--- config.mk ---
export PLATFORM = sky130hd
export DESIGN_NAME = key_debounce
export DESIGN_NICKNAME = d
export VERILOG_FILES = /design/src/rtl/calc_pkg.sv /design/src/rtl/key_debounce_channel.sv /design/src/rtl/key_debounce.sv
export SDC_FILE = /design/constraint.sdc
export NUM_CORES = 1
export LEC_CHECK = 0
export ABC_CLOCK_PERIOD_IN_PS = 2400
export BUFFER_PORTS_ARGS = -buffer_cell sky130_fd_sc_hd__buf_2
export CAP_MARGIN = 5
export CELL_PAD_IN_SITES_DETAIL_PLACEMENT = 1
export CELL_PAD_IN_SITES_GLOBAL_PLACEMENT = 1
export CORE_MARGIN = 10
export CORE_UTILIZATION = 35
export DETAILED_ROUTE_END_ITERATION = 8
export PLACE_DENSITY_LB_ADDON = 0.1
export SLEW_MARGIN = 20
export SYNTH_ARGS = -nofsm -noshare
export SYNTH_HDL_FRONTEND = slang
export SYNTH_SLANG_ARGS = --single-unit
--- constraint.sdc ---
create_clock -name clk -period 2.4 [get_ports clk]
set_input_delay 0.12 -clock clk [delete_from_list [all_inputs] [get_ports clk]]
set_output_delay 0.12 -clock clk [all_outputs]
set_load 0.05 [all_outputs]
--- src/rtl/calc_pkg.sv ---
// Shared types and constants for the talking-calculator front end.
// Holds the debounce FSM state type and the default 20 ms qualification window.
package calc_pkg;

    typedef enum logic {
        ST_STABLE   = 1'b0,
        ST_SETTLING = 1'b1
    } db_state_t;

    localparam int CLK_HZ = 50_000_000;

    // 20 ms of contact bounce at CLK_HZ
    localparam int DEFAULT_DEBOUNCE_CYCLES = CLK_HZ / 50;

endpackage

--- src/rtl/key_debounce_channel.sv ---
// One debounce channel: 2-flop synchroniser, stable/settling FSM and run counter.
// clean toggles DEBOUNCE_CYCLES edges after the synchronised level first disagrees.
module debounce_channel
    import calc_pkg::*;
#(
    parameter int   DEBOUNCE_CYCLES = DEFAULT_DEBOUNCE_CYCLES,
    parameter logic IDLE_LEVEL      = 1'b1
) (
    input  logic clk,
    input  logic rst,
    input  logic raw,
    output logic clean,
    output logic settling
);

    localparam int              CW       = $clog2(DEBOUNCE_CYCLES);
    localparam logic [CW-1:0]   CNT_LAST = CW'(DEBOUNCE_CYCLES - 1);

    logic          q1;
    logic          q2;
    logic          s;
    db_state_t     state;
    logic [CW-1:0] cnt;

    // Polarity-corrected: 1 means pressed/asserted.
    assign s        = q2 ^ IDLE_LEVEL;
    assign settling = (state == ST_SETTLING);

    always_ff @(posedge clk or posedge rst) begin
        if (rst) begin
            q1    <= IDLE_LEVEL;
            q2    <= IDLE_LEVEL;
            state <= ST_STABLE;
            cnt   <= '0;
            clean <= 1'b0;
        end else begin
            q1 <= raw;
            q2 <= q1;
            case (state)
                ST_STABLE: begin
                    if (s != clean) begin
                        state <= ST_SETTLING;
                        cnt   <= CW'(1);
                    end else begin
                        cnt   <= '0;
                    end
                end
                ST_SETTLING: begin
                    // Any agreement discards the whole run; no partial credit.
                    if (s == clean) begin
                        state <= ST_STABLE;
                        cnt   <= '0;
                    end else if (cnt == CNT_LAST) begin
                        clean <= s;
                        state <= ST_STABLE;
                        cnt   <= '0;
                    end else begin
                        cnt   <= cnt + 1'b1;
                    end
                end
                default: begin
                    state <= ST_STABLE;
                    cnt   <= '0;
                end
            endcase
        end
    end

endmodule

--- src/rtl/key_debounce.sv ---
// Multi-channel pushbutton conditioner: synchronises and debounces raw KEY/SW levels.
// Each channel resolves independently; clean_out is a direct flop output, safe for edge_capture.
module key_debounce
    import calc_pkg::*;
#(
    parameter int NUM_KEYS        = 4,
    parameter int DEBOUNCE_CYCLES = DEFAULT_DEBOUNCE_CYCLES,
    parameter bit ACTIVE_LOW      = 1'b1
) (
    input  logic                clk,
    input  logic                rst,
    input  logic [NUM_KEYS-1:0] raw_in,
    output logic [NUM_KEYS-1:0] clean_out,
    output logic [NUM_KEYS-1:0] settling
);

    // Level the raw pin rests at when nothing is pressed.
    localparam logic IDLE_LEVEL = ACTIVE_LOW ? 1'b1 : 1'b0;

    for (genvar i = 0; i < NUM_KEYS; i++) begin : g_chan
        debounce_channel #(
            .DEBOUNCE_CYCLES (DEBOUNCE_CYCLES),
            .IDLE_LEVEL      (IDLE_LEVEL)
        ) u_chan (
            .clk      (clk),
            .rst      (rst),
            .raw      (raw_in[i]),
            .clean    (clean_out[i]),
            .settling (settling[i])
        );
    end

endmodule

==> results_dict.tcl <==
set metrics [dict create \
    outcome "finished clean" \
    rr_worst_depth 5 \
    cp.buffers_inverters 0 \
    slowest_delay_ns 0.61 \
    rrSetupSlack_ns 0.33 \
    hold_viol 0 \
    tns_ns 0 \
    synth_nets 480 \
    clock_path_buffers 2 \
    fin_cells 666 \
    cp_max_fo 19 \
    clk_pin_slew_ns 0.07 \
    crit_type "register to register" \
    finClkSkew_ns 0.0112 \
    dpl.hpwl_um 6970 \
    wl_per_cell_um 15.0 \
    antenna_found_initial 0 \
    numPortBuffers 13 \
    required_ns 2.61 \
    wl_um 9970 \
    dp_cells 645 \
    num_vias 3458 \
    crit_family "simple AND/OR/NAND/NOR gates" \
    critPathLaunchType "register" \
    period_needed_ns 2.07 \
    ir_drop_mv 0.398 \
    die_w_um 136 \
    r2r_start "g_chan[3].u_chan.cnt[0]$_DFF_PP0_" \
    drive_above_1_share_pct 12.2 \
    ant_nets 0 \
    nets 495 \
    cp-startpoint "g_chan[3].u_chan.cnt[0]$_DFF_PP0_" \
    grt_usage_pct 11.7 \
    root_buffer "clkbuf_16" \
    yosys_warnings 0 \
    relSlewSlack_pct 63.7 \
    grt_max_degree 42 \
    drcViolationCount 0 \
    io-pin-count 14 \
    syn_area_per_cell_um2 10.1 \
    period_share_pct 86.4 \
    cts_tree "built" \
    setup_viol 0 \
    fp.coreArea_um2 13200 \
    rsz0062_at_grt "no" \
    clock_sinks 96 \
    grt_pass1_wl_um 17600 \
    cts_max_level 3 \
    dieArea_um2 18600 \
    cap_violations 0 \
    ys_ff_latch 96 \
    arrival_ns 2.29 \
    num_antenna_cells 0 \
    vias_per_cell 5.19 \
    crit_chain "ha_1, nand2_1, or4_4, o21ai_4, nor2_1" \
    syn_inst 470 \
    synth.distinct_cells 42 \
    synthToLayoutAreaGrowth_pct 12.0 \
    post_cts_resized 0 \
    cts_buffers 9 \
    end_kind "register" \
    place_congestion 0.755 \
    leakagePower_nw 2.12 \
    hold_path.class "input port to asynchronous set/reset pin" \
    firstDrtPassIters 4 \
    fmax_mhz 482 \
    slew_viol_final 0 \
    reg2reg_to "g_chan[3].u_chan.cnt[15]$_DFF_PP0_" \
    floorplan.initialDensity_pct 35.8 \
    ys_seq_area_share_pct 50.9 \
    powerDensity_nw_per_um2 611 \
    post-route-util_pct 40.1 \
    worst_pin_slew_ns 0.543 \
    worstSkewPairLatency_ns 0.35 \
    floorplan.rows 42 \
    grt-ovfl-total 0 \
    drt_iter0_markers 116 \
    die_h_um 136 \
    grt_pass1_vias 3620 \
    syn-cell-area_um2 4740 \
    timing.hold.ws_ns 0.356 \
    crit_slowest_cell "or4_4" \
]
-- worst min-delay path: cells and delay by family --
| family | cells | cell delay (ns) |
|---|---|---|
| buffers and inverters | 3 | 1.02 |
-- layout make-up --
type	count	area (um^2)
multi-input combinational	330	2100
sequential	96	2410
fill	1522	7930
clock buffer	11	243
inverter	21	82.6
clock inverter	5	56.3
tap	176	220
timing repair buffer	27	195
-- through the flow --
stage	setup WS, ns	power (mW)	cell area, um^2
global placement	0.381	1.81	4960
floorplan	0.600	1.77	4750
detailed placement	0.301	1.81	4960
finish	0.327	3.24	5310
CTS	0.286	3.31	5310
global route	0.149	3.39	5310
-- layout by cell type, fill, tap and decap left out, types with 10 or more instances in the layout --
master / instances
a21oi_1: 20
and4_1: 10
buf_2: 13
dfrtp_1: 88
inv_1: 20
nand2_1: 21
nand3_1: 26
nand4_1: 23
nor2_1: 68
o31ai_1: 11
or4_1: 13
xnor2_1: 25
xor2_1: 31
-- worst max path at each step --
| stage | end | cells past startpoint |
|---|---|---|
| floorplan | g_chan[3].u_chan.cnt[11]$_DFF_PP0_ | 6 |
| global placement | g_chan[3].u_chan.cnt[14]$_DFF_PP0_ | 5 |
| detailed placement | g_chan[3].u_chan.cnt[13]$_DFF_PP0_ | 5 |
| CTS | g_chan[3].u_chan.cnt[15]$_DFF_PP0_ | 5 |
| global route | g_chan[3].u_chan.cnt[2]$_DFF_PP0_ | 5 |
| finish | g_chan[3].u_chan.cnt[15]$_DFF_PP0_ | 5 |
-- cell usage after synthesis --
master	instances	area, um^2
dfrtp_1	88	2200
nor2_1	68	255
xor2_1	31	272
nand3_1	26	130
xnor2_1	25	219
nand4_1	23	144
inv_1	21	78.8
nand2_1	21	78.8
a21oi_1	20	100
or4_1	13	97.6
buf_2	11	55.1
o31ai_1	11	82.6
and4_1	10	87.6
buf_4	9	67.6
nor3_1	9	45.0
nor4_1	9	56.3
and3_1	8	50.1
dfstp_2	8	210
o21ai_0	8	40.0
or3_1	8	50.1
nor4b_1	5	43.8
a211oi_1	4	30.0
ha_1	4	50.1
mux2i_1	4	40.0
nand4_2	4	50.1
and2_1	2	12.5
and3b_1	2	17.5
buf_6	2	22.5
o21ai_2	2	17.5
or2_1	2	12.5
a31o_2	1	8.76
and3_2	1	7.51
clkbuf_1	1	3.75
nand3b_1	1	7.51
nand4_4	1	21.3
nor2b_1	1	6.26
nor3_2	1	10.0
nor3b_1	1	7.51
o211ai_2	1	12.5
o21ai_4	1	16.3
or3_4	1	11.3
or4_4	1	11.3
-- timing repair --
action | 4_1_cts | 5_1_grt
setup buffers | 0 | 0
hold endpoints to repair | 23 | 0
hold buffers | 5 | 0
-- flip-flops by register name, indices dropped and copies added (netlist names) --
name,flops
g_chan.u_chan.q2,4
g_chan.u_chan.settling,4
g_chan.u_chan.clean,4
g_chan.u_chan.q1,4
g_chan.u_chan.cnt,80
-- report_power, final --
part / switching (mW) / internal, mW
Clock: 0.626 / 0.837
Combinational: 0.0850 / 0.0353
Sequential: 0.0173 / 1.64
Total: 0.729 / 2.51
-- cell families (layout without fill, tap and decap cells) --
logic type / after synthesis / count (layout) / synth area share (%)
and+or+nand+nor: 218 / 218 / 25.6
muxes: 4 / 4 / 0.844
DFF: 96 / 96 / 50.9
AOI/OAI and AO/OA: 48 / 48 / 6.49
xor gates and xnor gates: 56 / 56 / 10.3
adders and majority gates: 4 / 4 / 1.06
buffers and inverters: 44 / 64 / 4.80
-- routing by layer --
layer	part of all wire [%]	wire length, um	vias up	track usage (%)
met2	47	4660	17	18.5
met5	0	0	-	0
met1	49	4870	1748	14.6
li1	-	-	1678	-
met4	1.7	169	0	4.62
met3	2.6	264	15	3.58
(Power assumes the default switching activity.)
